**src/rtl/lsu_pkg.sv**
```systemverilog
// Width codes, FSM state type and access-legality helper shared by the load/store unit.
package lsu_pkg;

    localparam logic [2:0] F3_B  = 3'b000;
    localparam logic [2:0] F3_H  = 3'b001;
    localparam logic [2:0] F3_W  = 3'b010;
    localparam logic [2:0] F3_BU = 3'b100;
    localparam logic [2:0] F3_HU = 3'b101;

    typedef enum logic [1:0] {IDLE, REQ, WAIT, DONE} lsu_state_t;

    // An access is legal when the width code exists and the address is naturally aligned.
    function automatic logic lsu_legal(input logic [2:0] f3, input logic [1:0] lo);
        logic ok;
        case (f3)
            F3_B, F3_BU: ok = 1'b1;
            F3_H, F3_HU: ok = ~lo[0];
            F3_W:        ok = (lo == 2'b00);
            default:     ok = 1'b0;
        endcase
        return ok;
    endfunction

endpackage

```
**src/rtl/lsu_align.sv**
```systemverilog
// Byte-lane steering for stores and sign/zero extension for loads; purely combinational.
module lsu_align
    import lsu_pkg::*;
(
    input  logic [2:0]  i_rwsel,
    input  logic [1:0]  i_offset,
    input  logic [31:0] i_sdata,
    input  logic [31:0] i_rdata,
    output logic [3:0]  o_be,
    output logic [31:0] o_wdata,
    output logic [31:0] o_ldata
);

    logic [31:0] w_shift;

    assign w_shift = i_rdata >> {i_offset, 3'b000};

    // Bits [1:0] of the width code give the access size for both signed and unsigned loads.
    always_comb begin
        o_be    = 4'b0000;
        o_wdata = i_sdata;
        case (i_rwsel[1:0])
            2'b00: begin
                o_be    = 4'b0001 << i_offset;
                o_wdata = {4{i_sdata[7:0]}};
            end
            2'b01: begin
                o_be    = i_offset[1] ? 4'b1100 : 4'b0011;
                o_wdata = {2{i_sdata[15:0]}};
            end
            2'b10: begin
                o_be    = 4'b1111;
                o_wdata = i_sdata;
            end
            default: begin
                o_be    = 4'b0000;
                o_wdata = i_sdata;
            end
        endcase
    end

    always_comb begin
        o_ldata = 32'h0;
        case (i_rwsel)
            F3_B:    o_ldata = {{24{w_shift[7]}}, w_shift[7:0]};
            F3_H:    o_ldata = {{16{w_shift[15]}}, w_shift[15:0]};
            F3_W:    o_ldata = i_rdata;
            F3_BU:   o_ldata = {24'h0, w_shift[7:0]};
            F3_HU:   o_ldata = {16'h0, w_shift[15:0]};
            default: o_ldata = 32'h0;
        endcase
    end

endmodule

```
**src/rtl/lsu.sv**
```systemverilog
// MEM-stage load/store unit driving a valid/grant data bus; define LSU_TIMEOUT_EN for a bus-wait watchdog.
module lsu
    import lsu_pkg::*;
#(
    parameter int TIMEOUT_CYCLES = 255
)
(
    input  logic        clk,
    input  logic        rst,
    input  logic        rden_i,
    input  logic        wren_i,
    input  logic [2:0]  rwsel_i,
    input  logic [31:0] addr_i,
    input  logic [31:0] sdata_i,
    output logic [31:0] ldata_o,
    output logic        done_o,
    output logic        stall_o,
    output logic        err_o,
    output logic        bus_req_o,
    output logic        bus_we_o,
    output logic [31:0] bus_addr_o,
    output logic [3:0]  bus_be_o,
    output logic [31:0] bus_wdata_o,
    input  logic        bus_gnt_i,
    input  logic        bus_rvalid_i,
    input  logic [31:0] bus_rdata_i
);

    // Bus handshake: a request stays up with stable fields until the cycle bus_gnt_i is high;
    // read data is taken only in WAIT on bus_rvalid_i, which may not arrive before the cycle after grant.
    lsu_state_t  r_state;
    logic [31:0] r_addr;
    logic [31:0] r_sdata;
    logic [31:0] r_ldata;
    logic [2:0]  r_rwsel;
    logic        r_we;
    logic        r_to_err;

    logic        w_start;
    logic        w_accept;
    logic        w_bad;
    logic        w_in_req;
    logic        w_done;
    logic [3:0]  w_be;
    logic [31:0] w_wdata;
    logic [31:0] w_ldata;

    assign w_start  = rst & (rden_i | wren_i);
    assign w_accept = (r_state == IDLE) & w_start & lsu_legal(rwsel_i, addr_i[1:0]);
    assign w_bad    = (r_state == IDLE) & w_start & ~lsu_legal(rwsel_i, addr_i[1:0]);
    assign w_in_req = (r_state == REQ);
    assign w_done   = (r_state == DONE);

`ifdef LSU_TIMEOUT_EN
    localparam int CNT_W = ($clog2(TIMEOUT_CYCLES + 1) > 8) ? $clog2(TIMEOUT_CYCLES + 1) : 8;
    logic [CNT_W-1:0] r_cnt;
    logic             w_expire;
    assign w_expire = (r_cnt == CNT_W'(TIMEOUT_CYCLES - 1));
`else
    logic w_unused_timeout;
    assign w_unused_timeout = |TIMEOUT_CYCLES;
`endif

    lsu_align u_align (
        .i_rwsel  (r_rwsel),
        .i_offset (r_addr[1:0]),
        .i_sdata  (r_sdata),
        .i_rdata  (bus_rdata_i),
        .o_be     (w_be),
        .o_wdata  (w_wdata),
        .o_ldata  (w_ldata)
    );

    always_ff @(posedge clk or negedge rst) begin
        if (!rst) begin
            r_state  <= IDLE;
            r_addr   <= 32'h0;
            r_sdata  <= 32'h0;
            r_ldata  <= 32'h0;
            r_rwsel  <= 3'b000;
            r_we     <= 1'b0;
            r_to_err <= 1'b0;
`ifdef LSU_TIMEOUT_EN
            r_cnt    <= '0;
`endif
        end else begin
            case (r_state)
                IDLE: begin
                    if (w_accept) begin
                        r_addr   <= addr_i;
                        r_sdata  <= sdata_i;
                        r_rwsel  <= rwsel_i;
                        r_we     <= wren_i;
                        r_ldata  <= 32'h0;
                        r_to_err <= 1'b0;
`ifdef LSU_TIMEOUT_EN
                        r_cnt    <= '0;
`endif
                        r_state  <= REQ;
                    end
                end
                REQ: begin
`ifdef LSU_TIMEOUT_EN
                    r_cnt <= r_cnt + CNT_W'(1);
`endif
                    if (bus_gnt_i) begin
                        r_state <= r_we ? DONE : WAIT;
                    end
`ifdef LSU_TIMEOUT_EN
                    else if (w_expire) begin
                        r_to_err <= 1'b1;
                        r_state  <= DONE;
                    end
`endif
                end
                WAIT: begin
`ifdef LSU_TIMEOUT_EN
                    r_cnt <= r_cnt + CNT_W'(1);
`endif
                    if (bus_rvalid_i) begin
                        r_ldata <= w_ldata;
                        r_state <= DONE;
                    end
`ifdef LSU_TIMEOUT_EN
                    else if (w_expire) begin
                        r_to_err <= 1'b1;
                        r_state  <= DONE;
                    end
`endif
                end
                DONE: begin
                    r_state <= IDLE;
                end
                default: begin
                    r_state <= IDLE;
                end
            endcase
        end
    end

    // Stall covers the accept cycle combinationally so the instruction is held before REQ registers.
    assign stall_o     = w_accept | w_in_req | (r_state == WAIT);
    assign done_o      = w_done;
    assign err_o       = w_bad | (w_done & r_to_err);
    assign ldata_o     = w_done ? r_ldata : 32'h0;

    assign bus_req_o   = w_in_req;
    assign bus_we_o    = w_in_req & r_we;
    assign bus_addr_o  = w_in_req ? {r_addr[31:2], 2'b00} : 32'h0;
    assign bus_be_o    = w_in_req ? w_be : 4'b0000;
    assign bus_wdata_o = w_in_req ? w_wdata : 32'h0;

endmodule

```
**config.mk**
```make
export PLATFORM = sky130hd
export DESIGN_NAME = lsu
export DESIGN_NICKNAME = d
export VERILOG_FILES = /design/src/rtl/lsu_pkg.sv /design/src/rtl/lsu_align.sv /design/src/rtl/lsu.sv
export SDC_FILE = /design/constraint.sdc
export NUM_CORES = 1
export LEC_CHECK = 0
export CORE_MARGIN = 4
export CORE_UTILIZATION = 30
export DETAILED_ROUTE_END_ITERATION = 7
export PLACE_DENSITY = 0.66
export SLEW_MARGIN = 20
export SYNTH_ARGS = -nofsm -noshare
export SYNTH_HDL_FRONTEND = slang
export SYNTH_HIERARCHICAL = 1
export SYNTH_SLANG_ARGS = --single-unit
```
**constraint.sdc**
```tcl
create_clock -name clk -period 2.26 [get_ports clk]
set_clock_uncertainty 0.2 [all_clocks]
set_input_delay 0.452 -clock clk [delete_from_list [all_inputs] [get_ports clk]]
set_output_delay 0.452 -clock clk [all_outputs]
set_load 0.05 [all_outputs]
```
# After elaboration in Yosys (flattened, before gate mapping)
# Cells that the tools add are included.
# Widths: inputs -> output; s select.
# totals
wordCells	62
output_inout_bits	105
register_bits	102
inputBits	105
# classes
n_eq_ne	16
shift	2
bitwise	10
muxes	17
n_reduce_logical	11
# op_table
operator	n
$mux 32	5
$pmux 32 s5	1
$pmux 32 s2	2
$shr 32x5->16	1
$eq 3x3->1 const B	4
$pmux 4 s3	1
$mux 4	2
$pmux 2 s4	1
$eq 2x2->1 const B	3
$eq 3x1->1 const B	2
$eq 3x2->1 const B	2
$logic_not 2->1	3
$logic_not 3->1	2
$mux 2	3
$ne 2x2->1 const B	3
$reduce_and 3->1	2
$and 1x1->1	5
$eq 2x1->1 const B	2
$reduce_or 2->1	2
$shl 1x2->4 const A	1
$or 1x1->1	3
$pmux 1 s3	1
$not 1->1	2
$reduce_and 2->1	1
other kinds (2)	2

# Logic depth before layout (Yosys ltp)
# Gate-level depths: netlist of the first run.
# logic_depth
word_depth	6
ltp_mapped	9
mapped_depth_nobuf	8

# Modules after synthesis
# Netlist of the first run, hierarchy kept.
# modules_own_cells
module	seq_area_each_um2	n_inst	cells_each	area_per_inst_um2
lsu	2552.4	1	361	4635.7
lsu_align	0.0	1	197	1251.2

# Worst setup path before layout of the first run
# OpenSTA, ideal clock, no wires.
# synth_path
path_kind	register to output
start	reg r_state[0]
end	out err_o
n_path_buf	1
required_time_ns	1.608
t_arrival_ns	1.975
setup_slack_ns	-0.367
path_stages_with_launch	6
path_cell_list	dfrtp_1 > inv_1 > ha_1 > buf_4 > o211ai_1 > nor3_1
# synth_via
elab_chain_len	3
# synth_lines
item	line_no	text
start, declared	lsu.sv:31	lsu_state_t r_state;
start signal, assigned	lsu.sv:107	r_state <= r_we ? DONE : WAIT;
$logic_not 2->1	lsu.sv:50	assign w_bad = (r_state == IDLE) & w_start & ~lsu_legal(rwsel_i, addr_i[1:0]);
$and 1x1->1 (2 in a row)	lsu.sv:50	
end, declared	lsu.sv:18	output logic err_o,
# No other way between the ends.

# Final worst setup path of the first run
# layout_path
start	reg r_rwsel[0]
end	out bus_wdata_o[15]
# layout_via
elab_chain_len	3
word_cells_on_any_way	4
classes_between	1 x eq/ne; 2 x mux; 1 x reduce/logical
# layout_lines
item	line_no	text
start, declared	lsu.sv:35	logic [2:0] r_rwsel;
start signal, assigned	lsu.sv:92	r_rwsel <= rwsel_i;
$eq 2x1->1 or $logic_not 2->1 (tied branches)	lsu_align.sv:22	case (i_rwsel[1:0])
$pmux 32 s2 *	lsu_align.sv:22	
net w_wdata[15]	lsu.sv:45	logic [31:0] w_wdata;
$mux 32 *	lsu.sv:151	assign bus_wdata_o = w_in_req ? w_wdata : 32'h0;
end, declared	lsu.sv:23	output logic [31:0] bus_wdata_o,
# The timed path passes the listed nets; every way through them passes the cells marked *.

==> summary.md, run 1 <==
| Metric | Value |
|---|---|
| Status | `complete, but fails checks` |
| Failing checks | `setup timing` |
| Seq pwr share | `20.2%` |
| Startpoint Class | `flop` |
| Tmin final | `2.37 ns` |
| Clock slew at reported path FFs | `0.07 ns` |
| Post-Synth Adder-Cell Area | `1.06%` |
| Synth top cells by count | `dfrtp_1 (102), and2_1 (99), mux2_2 (86), nand2_1 (38)` |
| Async S/R FF share, synth | `100%` |
| Crit path arrival time | `1.72 ns` |
| Cell Pwr Density | `1540 mW/mm^2` |
| P_sw | `0.00683 W` |
| Worst skew pair latency | `0.35 ns` |
| Achievable Freq | `421 MHz` |
| Initial Utilization | `31.0%` |
| Setup Viol. Count Final | `57` |
| Antenna-violating nets left | `0` |
| Flop-to-flop setup slack | `0.06 ns` |
| Avg WL per Cell | `19.2 um` |
| Vias in the first global route | `5253` |
| Post-synthesis xor/xnor area fraction | `0%` |
| Share of layout cells above drive strength 1 | `47.9%` |
| Worst stage delay on the critical path | `0.45 ns` |
| Tot Pwr | `0.0162 W` |
| Slowest-stage cell, CP | `dfrtp_2` |
| RSZ-0062 raised after global routing | `yes` |
| Buffers added on ports | `207` |
| Comb pwr share | `69.5%` |
| Site row count | `50` |
| Peak VDD IR | `0.751 mV` |
| Compound-Gate Fraction of Synth Area | `12.9%` |
| Crit path buffers/inverters | `2` |
| R2R cell count | `8` |
| Worst slew margin | `60.1%` |
| Clk Tree Root Cell | `clkbuf_16` |
| H-Tree Depth | `3` |
| Pre-antenna DRT Iters | `5` |
| Combinational family with the most area after synthesis | `multiplexers` |
| CTS sink cnt | `102` |
| Sw frac | `42.3%` |
| Synth top area share | `43.4%` |
| Core outline area | `0.0190 mm^2` |
| Most frequent cell after synthesis | `dfrtp_1` |
| Die H | `148 um` |
| Clk buf depth | `2` |
| Post-DR vias/cell | `4.84` |
| Cell family with most CP delay | `flip-flops` |
| Pin count of the biggest net entering global routing | `103` |
| HPWL after DPL | `13600 um` |
| Number of max-cap violations | `0` |
| Io pins | `210` |
| Slew Viols, Final | `0` |
| Leak | `4.57 nW` |
| Yosys reg bits | `102` |
| FF-to-FF End | `r_addr[26]` |
| Die footprint | `0.0219 mm^2` |
| Synth Area in Simple Gates | `16.4%` |
| RD Place Congestion | `0.829` |
| Layout Utilization | `55.1%` |
| Iteration-0 DRC Markers | `354` |
| CTS tree | `done` |
| Area Growth Syn to Fin | `77.9%` |
| Worst R2R Start | `r_state[0]` |
| Sequential fraction of the synthesis area | `43.4%` |
| Setup crit end kind | `primary output` |
| Chip Width | `148 um` |
| Mapped Cells | `558` |
| GRT Util Overall | `17.0%` |
| Final period utilization | `105%` |
| Vias post-DR | `5103` |
| DRC Markers | `0` |
| First-pass GRT wire length | `29300 um` |
| Area leader, netlist | `dfrtp_1` |
| Count of cell types in the netlist | `37` |
| Critical path depth in cells | `5` |
| Worst path cell trace | `nor2_4 > buf_12 > mux2_4 > and2_4 > buf_8` |
| Worst-Margin Slew | `0.595 ns` |
| Final WL | `20200 um` |
| Top_reg_cell synth | `dfrtp_1` |
| TritonCTS Buffers | `9` |
| Post-synth EDFFs | `0` |
| Syn Area/Cell | `10.5 um^2` |
| WP data required | `1.61 ns` |
| Critical path type | `reg -> out` |
| Initial antenna violation count | `1` |
| Setup WS post-layout | `-0.113 ns` |
| Post-synthesis mux area share | `19.7%` |
| P_int | `0.00933 W` |
| Hold Crit Class | `in -> async` |
| CP max FO | `8` |
| Warnings, synthesis | `6` |
| Clock Power Share | `10.2%` |
| # nets final | `898` |
| Pre-CTS setup slack | `-0.230 ns` |
| Post-CTS Hold Fix Bufs | `0` |
| Hold Vio Cnt, Final | `0` |
| Top cells by area, synth | `dfrtp_1 (43%), mux2_2 (16%), and2_1 (11%)` |
| Synthesized cell area | `0.00589 mm^2` |
| GRT Residual Overflow | `0` |
-- metal layers --
layer	global-route usage [%]	vias to the layer above	share of wire, %
met1	21.1	2489	40
met4	4.80	0	1.8
met2	27.8	200	49
li1	-	2392	-
met3	6.28	22	9.8
met5	0	-	0
-- worst max-delay path by stage --
stage,from,end,slack (ns)
4_1_cts,r_state[1],ldata_o[20],-0.15
5_1_grt,r_state[1],bus_wdata_o[15],-0.17
3_5_place_dp,rwsel_i[0],r_addr[3],-0.23
6_report,r_rwsel[0],bus_wdata_o[15],-0.11
3_3_place_gp,rwsel_i[0],r_addr[9],-0.20
2_1_floorplan,r_state[1],bus_addr_o[25],-0.05
-- logic make-up (layout without fill, tap and decap cells) --
kind of cell,after synthesis,after routing
adder cells (fa/ha/maj),5,5
AND/OR/NAND/NOR,176,176
flip-flops,102,102
buffers and inverters,60,294
AO/OA/AOI/OAI,109,109
other,1,3
multiplexers,105,105
-- power groups by stage --
stage                     sequential, W  clock (W)  combinational, W
after floorplan                 0.00301          0           0.00573
after global placement          0.00320          0           0.00934
after detailed placement        0.00323          0           0.00941
after CTS                       0.00323    0.00171            0.0101
after global routing            0.00338    0.00178            0.0119
final                           0.00327    0.00165            0.0112
-- cell usage in the layout, fill, tap and decap left out, types with 4 or more instances in the layout --
cell and n:
a21oi_1 26, a22o_1 33, o21ai_1 6, and2_2 7, nand2_1 38, and2_1 25, dlygate4sd2_1 4, nor2_1 20
mux2_4 13, o21ai_0 10, buf_6 6, mux2i_1 16, a22oi_1 7, a211o_1 7, and2_4 67, clkbuf_16 14
dfrtp_1 97, mux2_2 73, buf_12 112, dfrtp_2 5, buf_4 35, a21oi_2 7, buf_8 9, clkdlybuf4s50_1 99
-- through the flow --
step | instance area (um^2) | cells | hold slack (ns) | TNS (ns)
after global placement | 9360 | 1008 | 0.278 | -18.07
after floorplan | 5960 | 559 | -0.0436 | -2.18
after detailed placement | 9360 | 1008 | 0.285 | -20.96
after global routing | 10500 | 1054 | 0.0895 | -7.34
final | 10500 | 1054 | 0.0285 | -3.67
after CTS | 9940 | 1031 | 0.0663 | -9.91
-- state kept, by name, indices dropped and copies added (netlist names) --
signal   count
r_addr      32
r_ldata     32
r_rwsel      3
r_sdata     32
r_state      2
r_we         1
-- final cells by class --
cell class	instances	area, um^2
tap	260	325
sequential	102	2560
inverter	6	25.0
timing repair buffer	272	3920
multi-input combinational	397	3330
clock buffer	9	225
fill	1626	8550
antenna	1	2.50
clock inverter	7	82.6
-- repair_timing --
item                       in CTS  in global routing
resized for setup              69                 79
setup endpoints to repair     102                199
pin swaps                       2                 14
gates cloned                    2                  9
setup buffers                   5                 13
Power figures use the tool's default switching activity.
==> run 2, diff against run 1 <==
--- a/config.mk
+++ b/config.mk
@@ -8,9 +8,8 @@
 export CORE_MARGIN = 4
 export CORE_UTILIZATION = 30
 export DETAILED_ROUTE_END_ITERATION = 7
-export PLACE_DENSITY = 0.66
+export PLACE_DENSITY = 0.68
 export SLEW_MARGIN = 20
 export SYNTH_ARGS = -nofsm -noshare
 export SYNTH_HDL_FRONTEND = slang
-export SYNTH_HIERARCHICAL = 1
 export SYNTH_SLANG_ARGS = --single-unit
==> constraint.sdc (replaced) <==
create_clock -name clk -period 2.75 [get_ports clk]
set_clock_uncertainty 0.2 [all_clocks]
set_input_delay 0.55 -clock clk [delete_from_list [all_inputs] [get_ports clk]]
set_output_delay 0.55 -clock clk [all_outputs]
set_load 0.05 [all_outputs]
==> run 2 against run 1 <==
The run now ends clean. Core utilization down 1.9 points. Register-to-register slack better by 0.19 ns. Routed wire length down 13%. Worst setup slack better by 0.23 ns. Sequential power down 19%. Non-clock buffer count down 38. Synthesized cell count down 11%. Die area down 7.6%. Clock power down 25%. Combinational power down 33%. Critical path type is now in -> out.
==> summary.md, run 2 <==
| Metric | Value |
|---|---|
| Status | `complete, no violations (was complete, but fails checks)` |
| Worst stage delay on the critical path | `0.47 ns (was 0.45 ns)` |
| Io pins | `210 (unchanged)` |
| Worst path cell trace | `clkdlybuf4s50_1 > a21oi_1 > o21bai_4 > buf_6 > nand3_2 > buf_12 (was nor2_4 > buf_12 > mux2_4 > and2_4 > buf_8)` |
| H-Tree Depth | `3 (unchanged)` |
| Seq pwr share | `23.4% (was 20.2%)` |
| # fillers | `1484 (was 1626)` |
| Pre-antenna DRT Iters | `5 (unchanged)` |
| Clock slew at reported path FFs | `0.07 ns (about the same)` |
| HPWL after DPL | `13600 um (about the same)` |
| CTS tree | `done (unchanged)` |
| TritonCTS Buffers | `9 (unchanged)` |
| Vias in the first global route | `5146 (was 5253)` |
| P_sw | `0.00507 W (was 0.00683 W)` |
| Footprint of the multi-input gates | `0.00279 mm^2 (was 0.00333 mm^2)` |
| Syn Area/Cell | `11.0 um^2 (was 10.5 um^2)` |
| Top_reg_cell synth | `dfrtp_1 (unchanged)` |
| Number of max-cap violations | `0 (unchanged)` |
| Initial antenna violation count | `0 (was 1)` |
| Warnings, synthesis | `0 (was 6)` |
| Core outline area | `0.0175 mm^2 (was 0.0190 mm^2)` |
| Cell family with most CP delay | `buffers and inverters (was flip-flops)` |
| Mapped Cells | `494 (was 558)` |
| Area leader, netlist | `dfrtp_1 (unchanged)` |
| Pin count of the biggest net entering global routing | `62 (was 103)` |
| Area Growth Syn to Fin | `71.4% (was 77.9%)` |
| GRT Residual Overflow | `0 (unchanged)` |
| Worst-Margin Slew | `0.840 ns (was 0.595 ns)` |
| CP max FO | `6 (was 8)` |
| Die H | `142 um (was 148 um)` |
| Buffers added on ports | `207 (unchanged)` |
| Slew Viols, Final | `0 (unchanged)` |
| # nets final | `810 (was 898)` |
| Site row count | `48 (was 50)` |
| Achievable Freq | `380 MHz` |
| Slowest-stage cell, CP | `clkdlybuf4s50_1 (was dfrtp_2)` |
| Sequential fraction of the synthesis area | `47.1% (was 43.4%)` |
| Hold Vio Cnt, Final | `0 (unchanged)` |
| Most frequent cell after synthesis | `dfrtp_1 (unchanged)` |
| Top cells by area, synth | `dfrtp_1 (47%), mux2_2 (16%), and2_1 (8.2%) (was dfrtp_1 (43%), mux2_2 (16%), and2_1 (11%))` |
| Critical path type | `in -> out (was reg -> out)` |
| CTS sink cnt | `102 (unchanged)` |
| R2R cell count | `10 (was 8)` |
| Post-DR vias/cell | `5.04 (was 4.84)` |
| Synthesized cell area | `0.00542 mm^2 (was 0.00589 mm^2)` |
| Setup Viol. Count Final | `0 (was 57)` |
| Count of cell types in the netlist | `36 (was 37)` |
| Vias post-DR | `4688 (was 5103)` |
| Final period utilization | `95.7%` |
| Leading cell type in the layout, fill and taps excluded | `buf_12 (unchanged)` |
| Die footprint | `0.0203 mm^2 (was 0.0219 mm^2)` |
| Synth top area share | `47.1% (was 43.4%)` |
| Flop-to-flop setup slack | `0.25 ns (was 0.06 ns)` |
| Post-synth EDFFs | `0 (unchanged)` |
| Startpoint Class | `input port (was flop)` |
| Layout Utilization | `53.1% (was 55.1%)` |
| First-pass GRT wire length | `28200 um (was 29300 um)` |
| Clock Power Share | `10.8% (was 10.2%)` |
| Setup crit end kind | `primary output (unchanged)` |
| Synth top cells by count | `dfrtp_1 (102), mux2_2 (75), and2_1 (71), nor2_1 (35), a21oi_1 (26) (was dfrtp_1 (102), and2_1 (99), mux2_2 (86), nand2_1 (38))` |
| Worst slew margin | `43.5% (was 60.1%)` |
| RD Place Congestion | `0.829 (about the same)` |
| Crit path launch | `rwsel_i[0] (was r_rwsel[0])` |
| Comb pwr share | `65.8% (was 69.5%)` |
| Tot Pwr | `0.0114 W (was 0.0162 W)` |
| Cell Pwr Density | `1220 mW/mm^2 (was 1540 mW/mm^2)` |
| DRC Markers | `0 (unchanged)` |
| Worst R2R Start | `r_state[0] (unchanged)` |
| Chip Width | `142 um (was 148 um)` |
| Peak VDD IR | `0.836 mV (was 0.751 mV)` |
| WP data required | `2.00 ns (was 1.61 ns)` |
| Share of layout cells above drive strength 1 | `37.7% (was 47.9%)` |
| Tmin final | `2.63 ns` |
| RSZ-0062 raised after global routing | `no (was yes)` |
| Sw frac | `44.6% (was 42.3%)` |
| Antenna-violating nets left | `0 (unchanged)` |
| Total inserted antenna cells | `0 (was 1)` |
| Post-CTS Hold Fix Bufs | `0 (unchanged)` |
| Largest regs | `r_addr (32), r_ldata (32), r_sdata (32) (unchanged)` |
| P_int | `0.00628 W (was 0.00933 W)` |
| Crit path buffers/inverters | `3 (was 2)` |
| Async S/R FF share, synth | `100% (unchanged)` |
| Yosys reg bits | `102 (unchanged)` |
| Most frequent cells in the layout | `buf_12 (107), clkdlybuf4s50_1 (103), dfrtp_1 (100), mux2_2 (75), and2_1 (71) (was buf_12 (112), clkdlybuf4s50_1 (99), dfrtp_1 (97), mux2_2 (73), and2_4 (67))` |
| Final WL | `17700 um (was 20200 um)` |
| Hold Crit Class | `in -> async (unchanged)` |
| Clk Tree Root Cell | `clkbuf_16 (unchanged)` |
| Avg WL per Cell | `19.0 um (was 19.2 um)` |
| FF-to-FF End | `r_ldata[19] (was r_addr[26])` |
| Iteration-0 DRC Markers | `224 (was 354)` |
| Initial Utilization | `31.0% (about the same)` |
| Crit path arrival time | `1.88 ns (was 1.72 ns)` |
| Leak | `3.89 nW (was 4.57 nW)` |
| Worst skew pair latency | `0.35 ns (about the same)` |
| GRT Util Overall | `17.7% (was 17.0%)` |
| Sequential Area | `0.00255 mm^2 (was 0.00256 mm^2)` |
| Clk buf depth | `2 (unchanged)` |
-- run 2: changes by cell type after synthesis, moves of 9 or more --
cell       change
mux2_2        -11
buf_4         -10
a22o_1        -26
nand2_1       -23
nor2_1        +14
o2bb2ai_1     +16
and2_1        -28
a221o_1        +9
buf_6         -10
-- run 2: worst max-delay path by stage --
stage	endpoint	cells past startpoint
global route	stall_o	6
CTS	stall_o	7
detailed placement	r_ldata[19]	9
global placement	r_ldata[28]	8
finish	stall_o	6
floorplan	bus_be_o[0]	5
-- run 2: layer usage --
metal | part of all wire (%) | vias up | GRT usage [%] | wire length, um
met1 | 41 | 2278 | 22.3 | 7160
met3 | 9.9 | 21 | 5.71 | 1750
met4 | 1.7 | 0 | 5.65 | 308
li1 | - | 2185 | - | -
met2 | 48 | 204 | 29.0 | 8440
met5 | 0 | - | 0 | 0
-- run 2: cells by family (layout without fill, tap and decap cells) --
kind of cell	count (synthesis)	after routing	share of synthesized area [%]
fa+ha+maj	5	5	1.16
simple gates	136	136	13.8
flops	102	102	47.1
mux	96	96	19.5
other cells	1	2	0.0692
compound gates	108	108	14.7
buf+inv	46	256	3.72
-- run 2: power groups by stage --
stage / registers [W] / logic (W) / clock network, W
floorplan: 0.00245 / 0.00425 / 0
global placement: 0.00263 / 0.00732 / 0
detailed placement: 0.00267 / 0.00745 / 0
CTS: 0.00265 / 0.00749 / 0.00127
global route: 0.00276 / 0.00791 / 0.00133
finish: 0.00266 / 0.00746 / 0.00123
-- run 2: timing repair --
action / CTS / global route
gates resized for setup: 6 / 10
pin swaps: 0 / 1
buffers inserted: 0 / 1
endpoints found under the setup margin: 36 / 9
-- run 2: worst register-to-register path, stage by stage (launching register included) --
cell      delay [ns]
dfrtp_1         0.42
inv_2           0.13
ha_4            0.17
o211ai_1        0.14
o21bai_4        0.22
buf_4           0.15
a221o_1         0.39
buf_4           0.17
nor2_4          0.12
buf_12          0.15
a221o_1         0.17
-- run 2: through the flow --
stage / setup WS [ns] / setup TNS (ns) / instance area [um^2] / hold slack, ns / instances
2_1_floorplan: -0.0219 / -0.0656 / 5480 / 0.0544 / 495
3_3_place_gp: -0.00659 / -0.0489 / 8940 / 0.271 / 913
3_5_place_dp: -0.0548 / -0.484 / 8940 / 0.269 / 913
4_1_cts: -0.0454 / -0.0454 / 9240 / 0.0901 / 929
5_1_grt: 0.0125 / 0 / 9280 / 0.119 / 930
6_report: 0.119 / 0 / 9280 / 0.0683 / 930
-- run 2: final cells by class --
cell class | instances | share of cell area [%]
clock buffers | 12 | 2.65
clock inverters | 4 | 0.350
inverters | 6 | 0.243
multi-input cells | 347 | 30.0
flip-flops and latches | 102 | 27.5
well taps | 225 | 3.03
repair buffers | 234 | 36.2
==> run 3, diff against run 2 <==
--- a/config.mk
+++ b/config.mk
@@ -8,6 +8,7 @@
 export CORE_MARGIN = 4
 export CORE_UTILIZATION = 30
 export DETAILED_ROUTE_END_ITERATION = 7
+export GPL_TIMING_DRIVEN = 0
 export PLACE_DENSITY = 0.68
 export SLEW_MARGIN = 20
 export SYNTH_ARGS = -nofsm -noshare
==> run 3 against run 2 <==
Sequential share of layout area is 3.1 points higher. Sequential cell count stayed put. Cell count is 3.1% higher. Die area stayed put. Clock power is 8% higher. Cell area is 10% lower. First-iteration DRC count is 5.4% higher. Sequential power is 2% lower. Via count is 2.3% higher.
==> summary.md, run 3 (synthesized netlist as in run 2, its figures left out) <==
| Metric | Value |
|---|---|
| Initial Utilization | `31.0% (unchanged)` |
| Crit path arrival time | `1.97 ns (was 1.88 ns)` |
| Clock slew at reported path FFs | `0.07 ns (about the same)` |
| Slowest-stage cell, CP | `dfrtp_1 (was clkdlybuf4s50_1)` |
| Area Growth Syn to Fin | `53.9% (was 71.4%)` |
| Clk buf depth | `2 (unchanged)` |
| Site row count | `48 (unchanged)` |
| CTS tree | `done (unchanged)` |
| Footprint of the multi-input gates | `0.00278 mm^2 (was 0.00279 mm^2)` |
| TritonCTS Buffers | `9 (unchanged)` |
| Hold Vio Cnt, Final | `0 (unchanged)` |
| GRT Util Overall | `18.0% (was 17.7%)` |
| # fillers | `1591 (was 1484)` |
| Die H | `142 um (unchanged)` |
| Tmin final | `2.72 ns (was 2.63 ns)` |
| Final period utilization | `98.8% (was 95.7%)` |
| Clk Tree Root Cell | `clkbuf_16 (unchanged)` |
| Number of max-cap violations | `0 (unchanged)` |
| Achievable Freq | `368 MHz (was 380 MHz)` |
| Startpoint Class | `flop (was input port)` |
| WHS | `0.0268 ns (was 0.0683 ns)` |
| HPWL after DPL | `13800 um (was 13600 um)` |
| First-pass GRT wire length | `28400 um (was 28200 um)` |
| Vias in the first global route | `5066 (was 5146)` |
| Peak VDD IR | `0.692 mV (was 0.836 mV)` |
| Fin Setup TNS | `0 ns (unchanged)` |
| Pre-CTS setup slack | `-1.33 ns (was -0.0548 ns)` |
| Share of layout cells above drive strength 1 | `37.5% (was 37.7%)` |
| Slew Viols, Final | `0 (unchanged)` |
| CTS sink cnt | `102 (unchanged)` |
| Sequential Area | `0.00255 mm^2 (unchanged)` |
| Setup WS post-layout | `0.0339 ns (was 0.119 ns)` |
| Cell Pwr Density | `1200 mW/mm^2 (was 1220 mW/mm^2)` |
| Buffers added on ports | `207 (unchanged)` |
| Placed Instance Area | `0.00786 mm^2 (was 0.00894 mm^2)` |
| WP data required | `2.00 ns (about the same)` |
| Design area | `0.00834 mm^2 (was 0.00928 mm^2)` |
| GRT Residual Overflow | `0 (unchanged)` |
| Critical path type | `reg -> out (was in -> out)` |
| Io pins | `210 (unchanged)` |
| DRC Markers | `0 (unchanged)` |
| H-Tree Depth | `3 (unchanged)` |
| RD Place Congestion | `0.875 (was 0.829)` |
| Pre-antenna DRT Iters | `5 (unchanged)` |
| Iteration-0 DRC Markers | `236 (was 224)` |
| Final WL | `18300 um (was 17700 um)` |
| Largest regs | `r_addr (32), r_ldata (32), r_sdata (32) (unchanged)` |
| Chip Width | `142 um (unchanged)` |
| Status | `complete, no violations (unchanged)` |
| Hold Crit Class | `in -> async (unchanged)` |
| Total inserted antenna cells | `0 (unchanged)` |
| Worst slew margin | `43.4% (was 43.5%)` |
| Die footprint | `0.0203 mm^2 (unchanged)` |
| Avg WL per Cell | `19.1 um (was 19.0 um)` |
| Post-DR vias/cell | `5.00 (was 5.04)` |
| Setup Viol. Count Final | `0 (unchanged)` |
| Worst path cell trace | `inv_2 > ha_4 > o211ai_1 > o21bai_1 > buf_4 > buf_8 > nand3_2 > buf_6 (was clkdlybuf4s50_1 > a21oi_1 > o21bai_4 > buf_6 > nand3_2 > buf_12)` |
| Layout Utilization | `47.7% (was 53.1%)` |
| CP max FO | `10 (was 6)` |
| Vias post-DR | `4795 (was 4688)` |
| Antenna-violating nets left | `0 (unchanged)` |
| Worst-Margin Slew | `0.842 ns (was 0.840 ns)` |
| Pin count of the biggest net entering global routing | `39 (was 62)` |
| Worst stage delay on the critical path | `0.43 ns (was 0.47 ns)` |
| RSZ-0062 raised after global routing | `yes (was no)` |
| Core outline area | `0.0175 mm^2 (unchanged)` |
| # nets final | `839 (was 810)` |
| Leak | `3.71 nW (was 3.89 nW)` |
| Most frequent cells in the layout | `clkdlybuf4s50_1 (100), dfrtp_1 (100), mux2_2 (75), and2_1 (71), buf_4 (47) (was buf_12 (107), clkdlybuf4s50_1 (103), dfrtp_1 (100), mux2_2 (75), and2_1 (71))` |
| Initial antenna violation count | `1 (was 0)` |
| Worst skew pair latency | `0.35 ns (about the same)` |
| Setup crit end kind | `primary output (unchanged)` |
==> run 3: changes by cell type in the layout (fill, tap and decap cells not counted), sizes merged, moves of 3 or more <==
cell and change:
buf -43, clkdlybuf4s15 +34, clkbuf +24, clkdlybuf4s18 +5, dlygate4sd2 +4, dlymetal6s2s +4
clkdlybuf4s50 -3, clkinv +3
==> run 3: worst paths after layout <==
path	cells after the start	to	start	slack [ns]
setup / recovery	8	stall_o	r_state[1]	0.03
hold / removal	3	r_ldata[27]	rst	0.03
max in group asynchronous	2	r_ldata[16]	rst	2.10
hold reg to reg	1	r_ldata[12]	r_ldata[12]	0.28
min in group clk	1	r_ldata[12]	r_ldata[12]	0.28
setup reg to reg	11	r_ldata[30]	r_state[1]	0.07
==> run 3: area by class of cell <==
type | count | share of cell area, %
multi-input combinational | 347 | 33.4
sequential | 102 | 30.6
timing repair buffer | 225 | 25.9
tap | 225 | 3.38
buffer | 38 | 2.81
clock buffer | 9 | 2.70
clock inverter | 7 | 0.885
inverter | 6 | 0.285
==> run 3: where the power goes <==
group / internal, W / switching (W)
sequential: 0.00217 / 0.000440
clock: 0.000710 / 0.000615
combinational: 0.00221 / 0.00383
==> run 3: layer usage <==
metal | up-vias | track usage [%] | wire length, um
met5 | - | 0 | 13
met4 | 2 | 5.25 | 359
li1 | 2245 | - | -
met2 | 191 | 28.6 | 8560
met3 | 26 | 5.91 | 1600
met1 | 2331 | 23.5 | 7780
==> run 3: repair_timing <==
item                                   in CTS  in global routing
gates resized for setup                   445                 74
pin swaps                                   1                  5
buffers inserted                            0                 13
gates cloned                                1                  0
setup endpoints to repair                 119                107
hold buffers                                3                  0
endpoints found under the hold margin      38                  0
==> run 3: worst max-delay path: cells and delay by family (launching register included) <==
kind | cells | cell delay [ns]
buf+inv | 4 | 0.61
flops | 1 | 0.43
compound gates | 2 | 0.30
fa+ha+maj | 1 | 0.18
simple gates | 1 | 0.08
==> run 3: metrics by stage <==
| stage | instances | power, W |
|---|---|---|
| after CTS | 946 | 0.00997 |
| after global routing | 959 | 0.0106 |
| final | 959 | 0.00997 |
| after global placement | 927 | 0.00858 |
| after floorplan | 495 | 0.00670 |
| after detailed placement | 928 | 0.00869 |
